File: config.mk
export PLATFORM = sky130hd
export DESIGN_NAME = seg7_scan_decoder_flat
export DESIGN_NICKNAME = d
export VERILOG_FILES = /design/src/rtl/seg7_pkg.sv /design/src/rtl/seg7_scan_decoder_if.sv /design/src/rtl/seg7_glyph_decode.sv /design/src/rtl/seg7_scan_decoder.sv /design/src/flat_wrapper.sv
export SDC_FILE = /design/constraint.sdc
export NUM_CORES = 1
export LEC_CHECK = 0
export BUFFER_PORTS_ARGS = -buffer_cell sky130_fd_sc_hd__buf_4
export CAP_MARGIN = 10
export CORE_UTILIZATION = 35
export CTS_CLUSTER_SIZE = 20
export DETAILED_ROUTE_END_ITERATION = 8
export PLACE_DENSITY_LB_ADDON = 0.15
export SETUP_SLACK_MARGIN = 0.3
export SLEW_MARGIN = 15
export SYNTH_ARGS = -nofsm -noshare
export SYNTH_HDL_FRONTEND = slang
export SYNTH_SLANG_ARGS = --single-unit
File: constraint.sdc
create_clock -name clock -period 3.9 [get_ports clock]
set_input_delay 0.39 -clock clock [delete_from_list [all_inputs] [get_ports clock]]
set_output_delay 0.39 -clock clock [all_outputs]
set_load 0.05 [all_outputs]
File: src/rtl/seg7_pkg.sv
// Shared constants for the seven-segment scan decoder.
//   SEG_A..SEG_G, SEG_DP : bit positions within the active-low segment bus
//   SEG_BLANK            : all segments and the dot off (active-low)
//   GLYPHS[v]            : active-low pattern {g..a} for hex value v; this is
//                          the same table the hex-to-segment encoder drives
package seg7_pkg;

    localparam int SEG_A  = 0;
    localparam int SEG_B  = 1;
    localparam int SEG_C  = 2;
    localparam int SEG_D  = 3;
    localparam int SEG_E  = 4;
    localparam int SEG_F  = 5;
    localparam int SEG_G  = 6;
    localparam int SEG_DP = 7;

    localparam logic [7:0] SEG_BLANK = 8'hFF;

    // Element 0 is the rightmost entry, so GLYPHS[0] is the glyph for '0'.
    localparam logic [15:0][6:0] GLYPHS = {
        7'h0E, 7'h06, 7'h21, 7'h46,   // F E d C
        7'h03, 7'h08, 7'h10, 7'h00,   // b A 9 8
        7'h78, 7'h02, 7'h12, 7'h19,   // 7 6 5 4
        7'h30, 7'h24, 7'h79, 7'h40    // 3 2 1 0
    };

endpackage

File: src/rtl/seg7_scan_decoder_if.sv
// Pin-side bundle of the scan decoder.
//   seg_n   : active-low segments, bit0..6 = a..g, bit7 = dot
//   dig_n   : active-low digit selects
//   digits  : decoded hex, digit k at [4k+3:4k]
//   dots    : 1 = dot lit on digit k
//   invalid : 1 = last capture for digit k matched no glyph (or none yet)
//   update  : one-cycle strobe when any of digits/dots/invalid changed
// There is no backpressure: seg_n/dig_n are sampled every cycle, and update
// is a pure strobe that a consumer must catch in the cycle it is high.
interface seg7_scan_decoder_if #(
    parameter int N_DIGITS = 4
);
    logic [7:0]            seg_n;
    logic [N_DIGITS-1:0]   dig_n;
    logic [4*N_DIGITS-1:0] digits;
    logic [N_DIGITS-1:0]   dots;
    logic [N_DIGITS-1:0]   invalid;
    logic                  update;

    // master: the display driver side plus whoever consumes the results
    modport master (
        output seg_n, dig_n,
        input  digits, dots, invalid, update
    );

    // slave: the decoder itself
    modport slave (
        input  seg_n, dig_n,
        output digits, dots, invalid, update
    );
endinterface

File: src/rtl/seg7_glyph_decode.sv
// Combinational glyph lookup: active-low {g..a} pattern to hex value.
//   pattern : 7-bit active-low segment pattern
//   hex     : matched hex value (0 when no match)
//   match   : 1 when pattern equals one of the 16 glyphs
module seg7_glyph_decode
    import seg7_pkg::*;
(
    input  logic [6:0] pattern,
    output logic [3:0] hex,
    output logic       match
);

    // Glyphs are all distinct, so at most one iteration can hit.
    always_comb begin
        hex   = 4'h0;
        match = 1'b0;
        for (int i = 0; i < 16; i++) begin
            if (pattern == GLYPHS[i]) begin
                hex   = 4'(i);
                match = 1'b1;
            end
        end
    end

endmodule

File: src/rtl/seg7_scan_decoder.sv
// Receive side of the multiplexed seven-segment bus: synchronizes the pins,
// waits for a pattern to be stable for STABLE_CYCLES samples, then captures
// the decoded hex value, dot and validity into the selected digit's registers.
//   clock   : rising-edge clock
//   reset_n : synchronous active-low reset
//   bus     : seg7_scan_decoder_if.slave (pins in, decoded results out)
module seg7_scan_decoder
    import seg7_pkg::*;
#(
    parameter int N_DIGITS      = 4,
    parameter int STABLE_CYCLES = 4
) (
    input  logic              clock,
    input  logic              reset_n,
    seg7_scan_decoder_if.slave bus
);

    localparam int W     = N_DIGITS + 8;
    localparam int CNT_W = $clog2(STABLE_CYCLES + 1);
    localparam logic [CNT_W-1:0] CNT_MAX = CNT_W'(STABLE_CYCLES);
    // Counter value from which the next increment reaches STABLE_CYCLES-1.
    localparam logic [CNT_W-1:0] CNT_PRE =
        (STABLE_CYCLES >= 2) ? CNT_W'(STABLE_CYCLES - 2) : '0;

    // {dig_n, seg_n} at each stage
    logic [W-1:0]     sync1, sample, prev, filt;
    logic [CNT_W-1:0] cnt;
    logic             accept, accept_next;

    logic [4*N_DIGITS-1:0] digits_q, digits_next;
    logic [N_DIGITS-1:0]   dots_q, dots_next;
    logic [N_DIGITS-1:0]   invalid_q, invalid_next;
    logic                  update_q, changed;

    logic [N_DIGITS-1:0] sel;
    logic [7:0]          filt_seg;
    logic                one_hot;
    logic [3:0]          hex;
    logic                match;

    // accept is registered, so it lines up with filt, which holds the
    // sample that was just proven stable.
    always_comb begin
        if (STABLE_CYCLES == 1) begin
            accept_next = (sample != prev);
        end else begin
            accept_next = (sample == prev) && (cnt == CNT_PRE);
        end
    end

    always_ff @(posedge clock) begin
        if (!reset_n) begin
            sync1  <= '1;
            sample <= '1;
            prev   <= '1;
            filt   <= '1;
            cnt    <= '0;
            accept <= 1'b0;
        end else begin
            sync1  <= {bus.dig_n, bus.seg_n};
            sample <= sync1;
            prev   <= sample;
            filt   <= sample;
            accept <= accept_next;
            if (sample != prev) begin
                cnt <= '0;
            end else if (cnt != CNT_MAX) begin
                cnt <= cnt + CNT_W'(1);
            end
        end
    end

    assign filt_seg = filt[7:0];
    assign sel      = ~filt[W-1:8];
    // Blanking (no select) and ghosting (several selects) are both ignored.
    assign one_hot  = $onehot(sel);

    seg7_glyph_decode u_decode (
        .pattern (filt_seg[6:0]),
        .hex     (hex),
        .match   (match)
    );

    always_comb begin
        digits_next  = digits_q;
        dots_next    = dots_q;
        invalid_next = invalid_q;
        if (accept && one_hot) begin
            for (int k = 0; k < N_DIGITS; k++) begin
                if (sel[k]) begin
                    digits_next[4*k +: 4] = match ? hex : 4'h0;
                    dots_next[k]          = ~filt_seg[SEG_DP];
                    invalid_next[k]       = ~match;
                end
            end
        end
        changed = ({digits_next, dots_next, invalid_next}
                   != {digits_q, dots_q, invalid_q});
    end

    always_ff @(posedge clock) begin
        if (!reset_n) begin
            digits_q  <= '0;
            dots_q    <= '0;
            invalid_q <= '1;
            update_q  <= 1'b0;
        end else begin
            digits_q  <= digits_next;
            dots_q    <= dots_next;
            invalid_q <= invalid_next;
            update_q  <= changed;
        end
    end

    assign bus.digits  = digits_q;
    assign bus.dots    = dots_q;
    assign bus.invalid = invalid_q;
    assign bus.update  = update_q;

endmodule

File: src/flat_wrapper.sv
// flat-port wrapper written by rule: the top's interface ports become plain ports
module seg7_scan_decoder_flat import seg7_pkg::*;
#(
    parameter int N_DIGITS      = 4,
    parameter int STABLE_CYCLES = 4
)
  (clock, reset_n, bus_seg_n, bus_dig_n, bus_digits, bus_dots, bus_invalid, bus_update);
  seg7_scan_decoder_if #(.N_DIGITS(N_DIGITS)) bus_i ();
  input  logic clock;
  input  logic reset_n;
  input wire logic [$bits(bus_i.seg_n)-1:0] bus_seg_n;
  input wire logic [$bits(bus_i.dig_n)-1:0] bus_dig_n;
  output wire logic [$bits(bus_i.digits)-1:0] bus_digits;
  output wire logic [$bits(bus_i.dots)-1:0] bus_dots;
  output wire logic [$bits(bus_i.invalid)-1:0] bus_invalid;
  output wire logic [$bits(bus_i.update)-1:0] bus_update;
  assign bus_i.seg_n = bus_seg_n;
  assign bus_i.dig_n = bus_dig_n;
  assign bus_digits = bus_i.digits;
  assign bus_dots = bus_i.dots;
  assign bus_invalid = bus_i.invalid;
  assign bus_update = bus_i.update;
  seg7_scan_decoder #(.N_DIGITS(N_DIGITS), .STABLE_CYCLES(STABLE_CYCLES)) u_core (.clock(clock), .reset_n(reset_n), .bus(bus_i));
endmodule
==> flow_metrics.env <==
export IMPL_outcome="completed"
export IMPL_drcViolationCount=0
export IMPL_hold_class="input port to register"
export IMPL_yosysWarnings=0
export IMPL_synth_nets=346
export IMPL_drtAntennaViolNets=0
export IMPL_syn_inst=325
export IMPL_criticalPathCategory="register to register"
export IMPL_hold_depth=2
export IMPL_slew_violations=0
export IMPL_dr_pass1_iters=4
export IMPL_cts_sinks=65
export IMPL_htree_num_levels=3
export IMPL_setup_viol=0
export IMPL_slowest_delay_ns=0.47
export IMPL_utilization=0.428
export IMPL_busiest_layer="met2"
export IMPL_overflow=0
export IMPL_r2r_cells=12
export IMPL_synth_most_common_cell="dfxtp_1"
export IMPL_nets=374
export IMPL_critPathBufInv=2
export IMPL_path_delay_family="adder cells"
export IMPL_worstSetupStartpoint="u_core.prev[10]"
export IMPL_grt_max_degree=43
export IMPL_die_w_um=94.3
export IMPL_r2r_start="u_core.prev[10]"
export IMPL_routed_wl_um=6300
export IMPL_area_growth_pct=18.0
export IMPL_n_antenna_cell=0
export IMPL_crit_chain="inv_1, ha_1, ha_1, fa_1, nand4bb_1, nor2_1, buf_4, a22o_1, o32ai_1, o2111ai_2, nor4_1, a41oi_1"
export IMPL_synth_edf_count=0
export IMPL_crit_path_frequent_cell="ha_1"
export IMPL_ys_types=58
export IMPL_critPathMaxFanout=14
export IMPL_dp_cells=447
export IMPL_cts_hold_buf=0
export IMPL_cp_arrival_ns=3.47
export IMPL_rsz0062_at_grt="no"
export IMPL_worst_endpoint_required_ns=4.09
export IMPL_yosysSeqAreaShare=0.436
export IMPL_netlist_top_cells_area="dfxtp_1 44%, nand2b_1 8.4%, nor2_1 5.4%"
export IMPL_ir_drop_mv=0.179
export IMPL_synthTopCellsByCount="65 x dfxtp_1, 43 x nor2_1, 40 x nand2b_1"
export IMPL_drive_gt1_frac=0.196
export IMPL_start_util=0.363
export IMPL_cts_made_buffers=9
export IMPL_yosys_area_top_type="dfxtp_1"
export IMPL_port_buffers=38
export IMPL_crit_path_top_delay_cell="fa_1"
export IMPL_antenna_found_initial=0
export IMPL_tightest_slew_ns=0.670
export IMPL_grt_pass1_wl_um=10900
export IMPL_clk_latency_ns=0.34
export IMPL_dpl_instance_area_um2=3300
export IMPL_dp_hpwl_um=4470
export IMPL_root_buffer="clkbuf_8"
export IMPL_synth_avg_cell_area_um2=9.17
export IMPL_max_freq_mhz=305
export IMPL_fin_ws_ns=0.620
export IMPL_async_flop_share=0
export IMPL_yosys_area_top_type_share=0.436
export IMPL_synthFlopType="dfxtp_1"
export IMPL_design_area_um2=3520
export IMPL_hp_start="bus_dig_n[1]"
export IMPL_power_leakage_nw=1.41
export IMPL_hold_viol=0
export IMPL_cap_violations=0
export IMPL_grt_use_met1=0.215
export IMPL_power_density_nw_per_um2=383
export IMPL_finalCritPeriodShare=0.841
export IMPL_use_met3=0.0485
export IMPL_grt_pass1_vias=2137
export IMPL_fin_cells=463
export IMPL_postCtsSetupRepairBufs=0
export IMPL_fin_crit_ns=3.28
export IMPL_cts_buffer_depth=2
export IMPL_num_rows=33
export IMPL_mappedNetlistArea_um2=2980
export IMPL_dieHeight_um=94.3
export IMPL_track_usage=0.161
export IMPL_grt_use_met2=0.243
export IMPL_wl_per_cell_um=13.6
export IMPL_startpoint_type="register"
export IMPL_worst_path_stages=12
export IMPL_tritoncts="yes"
export IMPL_first_iter_violations=111
export IMPL_max_slew_margin=0.553
export IMPL_clkTransAtPathRegs_ns=0.08
export IMPL_synth_seq_cells=65
export IMPL_ioPinCount=39
export IMPL_place_ws_ns=0.579
export IMPL_core_um2=8220
export IMPL_die_area_um2=8890
export IMPL_fin_tns_setup_ns=0
export IMPL_fin_worst_skew_ns=0.0105
export IMPL_cp_end_kind="register"
export IMPL_routed_via_density=4.91
export IMPL_place_congestion=0.790
export IMPL_vias=2275
==> power breakdown <==
part	internal [mW]	switching [mW]	leakage [nW]	total, mW
sequential	0.679	0.0124	0.531	0.691
combinational	0.0296	0.0268	0.780	0.0564
clock	0.308	0.293	0.103	0.602
total	1.02	0.332	1.41	1.35
==> cells in the final DEF (no fill, tap or decap), types with 5 or more instances in the layout <==
cell type,count
a211oi_1,14
a21oi_1,6
a22oi_1,5
buf_4,41
clkbuf_8,9
dfxtp_1,65
ha_1,6
inv_1,9
nand2_1,9
nand2b_1,38
nor2_1,42
nor3_1,10
o211ai_1,5
o22ai_1,5
xnor2_1,10
xor2_1,10
==> through the flow <==
stage	power [mW]	hold WS, ns
3_3_place_gp	0.764	0.388
4_1_cts	1.37	0.203
5_1_grt	1.42	0.199
3_5_place_dp	0.765	0.394
6_report	1.35	0.220
2_1_floorplan	0.746	0.386
==> what timing repair did <==
| action | in CTS | in global routing |
|---|---|---|
| endpoints found under the hold margin | 0 | 0 |
| endpoints found under the setup margin | 0 | 1 |
| gates resized for setup | 0 | 3 |
==> worst reg2reg max path: stages, from the launching register on <==
cell and delay (ns):
dfxtp_1 0.42, inv_1 0.10, ha_1 0.30, ha_1 0.21, fa_1 0.47, nand4bb_1 0.31, nor2_1 0.07, buf_4 0.20
a22o_1 0.24, o32ai_1 0.17, o2111ai_2 0.16, nor4_1 0.34, a41oi_1 0.15
==> metal layers <==
layer | wire length [um] | share of wire
met2 | 2840 | 0.45
met3 | 269 | 0.043
met5 | 0 | 0
met1 | 3110 | 0.49
met4 | 80 | 0.013
==> layout make-up <==
| cell class | instances | area [um2] |
|---|---|---|
| clock buffer | 9 | 124 |
| clock inverter | 7 | 83.8 |
| fill | 825 | 4700 |
| inverter | 10 | 37.5 |
| multi-input combinational | 226 | 1530 |
| sequential | 65 | 1300 |
| tap | 105 | 131 |
| timing repair buffer | 41 | 308 |
==> kinds of logic (layout without fill, tap and decap cells) <==
| group | Yosys count | count (layout) | share of synthesized area |
|---|---|---|---|
| xor gates and xnor gates | 20 | 20 | 0.0587 |
| adders and majority gates | 8 | 8 | 0.0352 |
| muxes | 3 | 3 | 0.0117 |
| DFF | 65 | 65 | 0.436 |
| and+or+nand+nor | 132 | 132 | 0.243 |
| AOI/OAI and AO/OA | 63 | 63 | 0.163 |
| buffers and inverters | 34 | 67 | 0.0520 |
==> flip-flops by register name, indices dropped and copies added (netlist names) <==
signal / cells
u_core.bus.invalid: 4
u_core.bus.digits: 16
u_core.cnt: 3
u_core.sync1: 12
u_core.bus.update: 1
u_core.accept: 1
u_core.sample: 12
u_core.bus.dots: 4
u_core.prev: 12
==> final timing paths <==
check                            to  slack (ns)
setup / recovery  u_core.bus.update        0.62
hold / removal      u_core.sync1[9]        0.22
setup reg to reg  u_core.bus.update        0.62
hold reg to reg    u_core.sample[3]        0.41
(Power assumes the default switching activity.)
